File: src/rtl/ecg_window_streamer_if.sv
// -----------------------------------------------------------------------------
// ecg_window_streamer_if
//   Valid/ready sample stream carrying raw ECG samples from the front end
//   (ADC/DMA) into the window streamer.
//
//   Signals:
//     data   SAMPLE_W  sample value, stable while valid is high and not taken
//     valid  1         producer offers a sample
//     ready  1         consumer takes the sample on a cycle with valid high
//
//   Modports:
//     master  producer side (drives data/valid, observes ready)
//     slave   consumer side (observes data/valid, drives ready)
// -----------------------------------------------------------------------------
interface ecg_window_streamer_if #(
    parameter int SAMPLE_W = 16
);
    logic [SAMPLE_W-1:0] data;
    logic                valid;
    logic                ready;

    modport master (
        output data,
        output valid,
        input  ready
    );

    modport slave (
        input  data,
        input  valid,
        output ready
    );
endinterface

File: src/rtl/ecg_window_streamer.sv
// -----------------------------------------------------------------------------
// ecg_window_streamer
//   Input-side producer for the binary ECG classifier chain. Collects one
//   window of WIN_LEN samples from the upstream stream, holds the accelerator
//   in reset for ARM_CYC cycles, releases it and serves the buffered samples
//   on a pull handshake, then waits for the class result (or a timeout) and
//   reports it with a one-cycle strobe.
//
//   Ports:
//     clk           single clock, rising edge
//     rst           synchronous active-high reset
//     s_if          upstream sample stream (slave side: data/valid in, ready out)
//     acc_rst_n     accelerator run enable (0 = chain held in reset)
//     acc_req       accelerator requests the next sample
//     acc_data      sample to the accelerator, holds value when acc_val is 0
//     acc_val       one-cycle pulse qualifying acc_data
//     acc_done      accelerator class valid pulse
//     acc_class     accelerator class value
//     result        last captured class
//     result_valid  one-cycle result strobe
//     result_err    qualifies result_valid, 1 = timeout without a class
//     busy          high in every state other than FILL
//
//   Every output is a flop. Output flops are loaded from the next-state
//   decode, so a state change and its output levels become visible on the
//   same clock edge.
// -----------------------------------------------------------------------------
module ecg_window_streamer #(
    parameter int SAMPLE_W = 16,
    parameter int WIN_LEN  = 256,
    parameter int ADDR_W   = 8,
    parameter int ARM_CYC  = 4,
    parameter int TIMEOUT  = 65535
) (
    input  logic                clk,
    input  logic                rst,
    ecg_window_streamer_if.slave s_if,
    output logic                acc_rst_n,
    input  logic                acc_req,
    output logic [SAMPLE_W-1:0] acc_data,
    output logic                acc_val,
    input  logic                acc_done,
    input  logic [2:0]          acc_class,
    output logic [2:0]          result,
    output logic                result_valid,
    output logic                result_err,
    output logic                busy
);

    typedef enum logic [1:0] {
        ST_FILL   = 2'd0,
        ST_ARM    = 2'd1,
        ST_STREAM = 2'd2,
        ST_WAIT   = 2'd3
    } state_t;

    // Terminal counts. The wait counter starts at 0 on WAIT entry, so the
    // TIMEOUT-th WAIT cycle is the one where it holds TIMEOUT-1.
    localparam logic [ADDR_W-1:0] LAST_ADDR = ADDR_W'(WIN_LEN - 1);
    localparam logic [7:0]        ARM_LAST  = 8'(ARM_CYC - 1);
    localparam logic [15:0]       WAIT_LAST = 16'(TIMEOUT - 1);

    // Window buffer
    logic [SAMPLE_W-1:0] mem_q [WIN_LEN];

    // FSM and counters
    state_t              state_q,    state_d;
    logic [ADDR_W-1:0]   wr_cnt_q,   wr_cnt_d;
    logic [ADDR_W-1:0]   rd_cnt_q,   rd_cnt_d;
    logic [7:0]          arm_cnt_q,  arm_cnt_d;
    logic [15:0]         wait_cnt_q, wait_cnt_d;

    // Registered outputs
    logic                s_ready_q,      s_ready_d;
    logic                acc_rst_n_q,    acc_rst_n_d;
    logic                acc_val_q,      acc_val_d;
    logic [SAMPLE_W-1:0] acc_data_q,     acc_data_d;
    logic [2:0]          result_q,       result_d;
    logic                result_valid_q, result_valid_d;
    logic                result_err_q,   result_err_d;
    logic                busy_q,         busy_d;

    // Buffer write strobe
    logic                wr_en_s;

    // Buffer write port. Contents are not reset: a reset restarts wr_cnt at 0,
    // so stale entries are overwritten before they can ever be read.
    always_ff @(posedge clk) begin
        if (wr_en_s) begin
            mem_q[wr_cnt_q] <= s_if.data;
        end
    end

    // Next-state, counter and output decode
    always_comb begin
        state_d        = state_q;
        wr_cnt_d       = wr_cnt_q;
        rd_cnt_d       = rd_cnt_q;
        arm_cnt_d      = arm_cnt_q;
        wait_cnt_d     = wait_cnt_q;
        wr_en_s        = 1'b0;
        acc_val_d      = 1'b0;
        acc_data_d     = acc_data_q;
        result_d       = result_q;
        result_valid_d = 1'b0;
        result_err_d   = 1'b0;

        case (state_q)
            ST_FILL: begin
                // Handshake uses the registered ready so the accepted count
                // matches exactly what upstream saw.
                if (s_if.valid && s_ready_q) begin
                    wr_en_s = 1'b1;
                    if (wr_cnt_q == LAST_ADDR) begin
                        wr_cnt_d  = {ADDR_W{1'b0}};
                        arm_cnt_d = 8'd0;
                        state_d   = ST_ARM;
                    end else begin
                        wr_cnt_d  = wr_cnt_q + {{(ADDR_W-1){1'b0}}, 1'b1};
                    end
                end else begin
                    wr_en_s = 1'b0;
                end
            end

            ST_ARM: begin
                if (arm_cnt_q == ARM_LAST) begin
                    arm_cnt_d = 8'd0;
                    rd_cnt_d  = {ADDR_W{1'b0}};
                    state_d   = ST_STREAM;
                end else begin
                    arm_cnt_d = arm_cnt_q + 8'd1;
                end
            end

            ST_STREAM: begin
                // A request is answered on the following cycle; back-to-back
                // requests give one sample per cycle.
                if (acc_req) begin
                    acc_val_d  = 1'b1;
                    acc_data_d = mem_q[rd_cnt_q];
                    if (rd_cnt_q == LAST_ADDR) begin
                        rd_cnt_d   = {ADDR_W{1'b0}};
                        wait_cnt_d = 16'd0;
                        state_d    = ST_WAIT;
                    end else begin
                        rd_cnt_d   = rd_cnt_q + {{(ADDR_W-1){1'b0}}, 1'b1};
                    end
                end else begin
                    acc_val_d = 1'b0;
                end
            end

            ST_WAIT: begin
                // acc_done has priority over a timeout landing on the same cycle.
                if (acc_done) begin
                    result_d       = acc_class;
                    result_valid_d = 1'b1;
                    result_err_d   = 1'b0;
                    wait_cnt_d     = 16'd0;
                    state_d        = ST_FILL;
                end else if (wait_cnt_q == WAIT_LAST) begin
                    result_valid_d = 1'b1;
                    result_err_d   = 1'b1;
                    wait_cnt_d     = 16'd0;
                    state_d        = ST_FILL;
                end else begin
                    wait_cnt_d     = wait_cnt_q + 16'd1;
                end
            end

            default: begin
                state_d = ST_FILL;
            end
        endcase

        // Level outputs follow the state being entered.
        s_ready_d   = (state_d == ST_FILL);
        acc_rst_n_d = (state_d == ST_STREAM) || (state_d == ST_WAIT);
        busy_d      = (state_d != ST_FILL);
    end

    // State, counter and output registers with synchronous reset
    always_ff @(posedge clk) begin
        if (rst) begin
            state_q        <= ST_FILL;
            wr_cnt_q       <= {ADDR_W{1'b0}};
            rd_cnt_q       <= {ADDR_W{1'b0}};
            arm_cnt_q      <= 8'd0;
            wait_cnt_q     <= 16'd0;
            s_ready_q      <= 1'b0;
            acc_rst_n_q    <= 1'b0;
            acc_val_q      <= 1'b0;
            acc_data_q     <= {SAMPLE_W{1'b0}};
            result_q       <= 3'd0;
            result_valid_q <= 1'b0;
            result_err_q   <= 1'b0;
            busy_q         <= 1'b0;
        end else begin
            state_q        <= state_d;
            wr_cnt_q       <= wr_cnt_d;
            rd_cnt_q       <= rd_cnt_d;
            arm_cnt_q      <= arm_cnt_d;
            wait_cnt_q     <= wait_cnt_d;
            s_ready_q      <= s_ready_d;
            acc_rst_n_q    <= acc_rst_n_d;
            acc_val_q      <= acc_val_d;
            acc_data_q     <= acc_data_d;
            result_q       <= result_d;
            result_valid_q <= result_valid_d;
            result_err_q   <= result_err_d;
            busy_q         <= busy_d;
        end
    end

    assign s_if.ready   = s_ready_q;
    assign acc_rst_n    = acc_rst_n_q;
    assign acc_val      = acc_val_q;
    assign acc_data     = acc_data_q;
    assign result       = result_q;
    assign result_valid = result_valid_q;
    assign result_err   = result_err_q;
    assign busy         = busy_q;

endmodule

File: src/flat_wrapper.sv
// flat-port wrapper written by rule: the top's interface ports become plain ports
module ecg_window_streamer_flat 
#(
    parameter int SAMPLE_W = 16,
    parameter int WIN_LEN  = 256,
    parameter int ADDR_W   = 8,
    parameter int ARM_CYC  = 4,
    parameter int TIMEOUT  = 65535
)
  (clk, rst, acc_rst_n, acc_req, acc_data, acc_val, acc_done, acc_class, result, result_valid, result_err, busy, s_if_data, s_if_valid, s_if_ready);
  ecg_window_streamer_if #(.SAMPLE_W(SAMPLE_W)) s_if_i ();
  input  logic clk;
  input  logic rst;
  output logic acc_rst_n;
  input  logic acc_req;
  output logic [SAMPLE_W-1:0] acc_data;
  output logic acc_val;
  input  logic acc_done;
  input  logic [2:0] acc_class;
  output logic [2:0] result;
  output logic result_valid;
  output logic result_err;
  output logic busy;
  input wire logic [$bits(s_if_i.data)-1:0] s_if_data;
  input wire logic [$bits(s_if_i.valid)-1:0] s_if_valid;
  output wire logic [$bits(s_if_i.ready)-1:0] s_if_ready;
  assign s_if_i.data = s_if_data;
  assign s_if_i.valid = s_if_valid;
  assign s_if_ready = s_if_i.ready;
  ecg_window_streamer #(.SAMPLE_W(SAMPLE_W), .WIN_LEN(WIN_LEN), .ADDR_W(ADDR_W), .ARM_CYC(ARM_CYC), .TIMEOUT(TIMEOUT)) u_core (.clk(clk), .rst(rst), .s_if(s_if_i), .acc_rst_n(acc_rst_n), .acc_req(acc_req), .acc_data(acc_data), .acc_val(acc_val), .acc_done(acc_done), .acc_class(acc_class), .result(result), .result_valid(result_valid), .result_err(result_err), .busy(busy));
endmodule
File: config.mk
export PLATFORM = sky130hd
export DESIGN_NAME = ecg_window_streamer_flat
export DESIGN_NICKNAME = d
export VERILOG_FILES = /design/src/rtl/ecg_window_streamer_if.sv /design/src/rtl/ecg_window_streamer.sv /design/src/flat_wrapper.sv
export SDC_FILE = /design/constraint.sdc
export NUM_CORES = 2
export LEC_CHECK = 0
export CORE_MARGIN = 10
export CORE_UTILIZATION = 40
export CTS_CLUSTER_DIAMETER = 120
export CTS_CLUSTER_SIZE = 14
export DETAILED_ROUTE_END_ITERATION = 8
export SYNTH_ARGS = -nofsm -noshare
export SYNTH_HDL_FRONTEND = slang
export SYNTH_SLANG_ARGS = --single-unit
export TNS_END_PERCENT = 20
File: constraint.sdc
create_clock -name clk -period 3.7 [get_ports clk]
set_input_delay 0.37 -clock clk [delete_from_list [all_inputs] [get_ports clk]]
set_output_delay 0.37 -clock clk [all_outputs]
set_load 0.02 [all_outputs]
==> qor.yml <==
placed_design:
  place_worst_setup_slack_ns: -0.699
  gp_congestion: 0.918
  port_buffers: 48
  dp_cells: 13400
  dpl.hpwl_mm: 292
sta:
  slew_violations: 0
  rsz0062_at_grt: "false"
  slew_headroom_pct: 13.7
  final.setup_skew_ns: 0.0796
  worst_slack_ns: 0.0365
  setup_viol: 0
  period_minus_slack_ns: 3.66
  max_freq_mhz: 273
  hold_viol: 0
  period_share_pct: 99.0
  worst_pin_slew_ns: 1.29
yosys:
  yosysTopAreaCell: "edfxtp_1"
  synthArstFlopShare_pct: 0
  ys_types: 79
  synth_nets: 7760
  yosys_warnings: 0
  avgSynthCellArea_um2: 20.9
  ys_seq_elements: 4163
  syn_area_um2: 161000
  ys.flop_type: "edfxtp_1"
  synth_area_leaders: "edfxtp_1, mux4_2, mux2i_1, nor2_1, dfxtp_1"
  yosysSeqAreaShare_pct: 77.1
  netlist_instances: 7728
  synth_edf_count: 4096
  synth_top_area_share_pct: 76.3
floorplanning:
  initial_core_util_pct: 40.1
  core_area_um2: 402000
  io_pins: 49
  die-area_um2: 429000
  die_h_um: 655
  die_w_um: 655
  rows: 233
global_routing:
  antenna_found_initial: 23
  grt_max_degree: 169
  grt_usage_pct: 21.3
  grt_pass1_wl_mm: 655
  overflow: 0
  grt_pass1_vias: 82700
clock_network:
  clk_latency_ns: 0.97
  numCtsBuffers: 335
  cts_tree: "yes"
  cts_buffer_depth: 4
  post_cts_buffers: 0
  clk_pin_slew_worst_paths_ns: 0.07
  cts_sinks: 4163
  htree_levels: 5
  cts-root-buf: "clkbuf_16"
critical_path:
  crit_path_top_delay_cell: "nor4_4"
  cp-end-kind: "flip-flop"
  cp.required_ns: 4.49
  rr_worst_depth: 11
  path_cells: "buf_12 -> buf_12 -> buf_4 -> mux4_2 -> nand2_1 -> nand3_1 -> o311ai_1 -> a31oi_1 -> nor4_4 -> buf_4 -> a311oi_1"
  cp.arrival_ns: 4.46
  startpoint_type: "flip-flop"
  critPathKind: "reg2reg"
  cpPeakStageDelay_ns: 0.58
  cp_max_fo: 33
detailed_routing:
  via_count: 83700
  drt-pass1-iter-count: 6
  drc: 0
  drt.antenna.violating_nets: 0
  drt_iter0_drc: 12000
  post_drt_wl_per_cell_um: 34.0
  routed_via_density: 6.05
  drt_wl_total_mm: 470
pwr:
  power_mw: 85.6
  vdd_ir_drop_max_mv: 0.415
  p_per_area_nw_per_um2: 469
  leakage_nw: 54.8
cells_and_area:
  post-route-util_pct: 45.4
  drive_gt1_share_pct: 25.5
  layout_commonest_cell: "edfxtp_1"
  stdcell_count: 13800
  nNetsFinal: 8462
  final_cell_mix: "edfxtp_1, mux4_2, buf_4, mux2i_1, clkbuf_16"
  area_growth_pct: 13.2
  num-fill-cells: 33400
worst_hold_path:
  hold_path.class: "in2reg"
  hold_depth: 3
run_status:
  status: "completed"
run:
  maxCapViolCount: 0
## critical path: cells and delay by family, from the launching register on
family | cells | cell delay (ns)
buffers and inverters | 4 | 0.98
AND/OR/NAND/NOR | 3 | 0.88
AO/OA/AOI/OAI | 3 | 0.66
multiplexers | 1 | 0.52
flip-flops | 1 | 0.41
## per-layer routing
layer | GRT usage [%] | up-vias | part of all wire [%]
li1 | - | 33500 | -
met3 | 4.40 | 800 | 9.8
met2 | 33.5 | 4549 | 47
met1 | 29.6 | 44900 | 39
met5 | 0 | - | 0.0089
met4 | 7.50 | 8 | 4.2
## timing repair
item	CTS	global route
cloned	0	0
endpoints found under the setup margin	3	5
hold endpoints to repair	493	0
gates resized for setup	5	4
hold buffers	18	0
pin swaps	0	1
## report_power, final
group,leakage [nW],switching (mW),internal (mW)
registers,37.3,0.00586,51.7
clock network,4.43,16.0,16.7
logic,13.1,0.998,0.166
## through the flow
stage               hold slack, ns  setup TNS (ns)  area [um2]
global route                0.0697               0      183000
CTS                         0.0137               0      183000
finish                      0.0641               0      183000
detailed placement           0.495          -0.830      173000
floorplan                    0.448               0      161000
global placement             0.471          -0.795      173000
## registers in the layout, indices dropped and copies added, names as in the netlist
signal               count
u_core.result_err        1
u_core.state_q           2
u_core.busy              1
u_core.arm_cnt_q         8
u_core.mem_q          4096
u_core.result_valid      1
u_core.s_if.ready        1
u_core.wr_cnt_q          8
u_core.rd_cnt_q          8
u_core.acc_rst_n         1
u_core.result            3
u_core.acc_data         16
u_core.wait_cnt_q       16
u_core.acc_val           1
## Yosys cell counts, drive strengths merged, types with 14 or more instances
master and number:
buf 275, inv 17, dfxtp 67, mux4 829, nor3 57, a22oi 123
mux2 21, o22ai 53, edfxtp 4096, clkbuf 185, nor4 19, o211ai 14
nor2b 17, a31oi 41, nor2 401, o221ai 27, nand3 76, a221o 40
mux2i 554, nand2 195, a21oi 142, nand4 14, a211oi 25, o21ai 125
a221oi 132
## final cells by class
| type | instances | area, um2 | share of cell area (%) |
|---|---|---|---|
| flip-flops and latches | 4163 | 124000 | 68.1 |
| multi-input cells | 3087 | 34600 | 19.0 |
| clock buffers | 423 | 8840 | 4.84 |
| repair buffers | 825 | 7700 | 4.22 |
| well taps | 5287 | 6620 | 3.62 |
| clock inverters | 21 | 294 | 0.161 |
| inverters | 18 | 82.6 | 0.0452 |
| diodes | 9 | 22.5 | 0.0123 |
## final timing paths
check,start,end,slack [ns]
worst min-delay path,acc_class[0],u_core.result[0],0.06
worst max-delay path,u_core.rd_cnt_q[0],u_core.acc_data[1],0.04
worst max register to register,u_core.rd_cnt_q[0],u_core.acc_data[1],0.04
worst min register to register,u_core.wait_cnt_q[14],u_core.wait_cnt_q[14],0.50
## cells by family (layout without fill, tap and decap cells)
group | after synthesis | count (layout) | share of synthesized area (%)
multiplexers | 1404 | 1404 | 15.2
AND/OR/NAND/NOR | 841 | 841 | 2.27
other | 0 | 9 | 0
XOR/XNOR | 17 | 17 | 0.0923
AO/OA/AOI/OAI | 817 | 817 | 3.58
buffers and inverters | 478 | 1287 | 1.75
flip-flops | 4163 | 4163 | 77.1
adder cells (fa/ha/maj) | 8 | 8 | 0.0621
No activity file was read; power rests on OpenSTA's default activity.
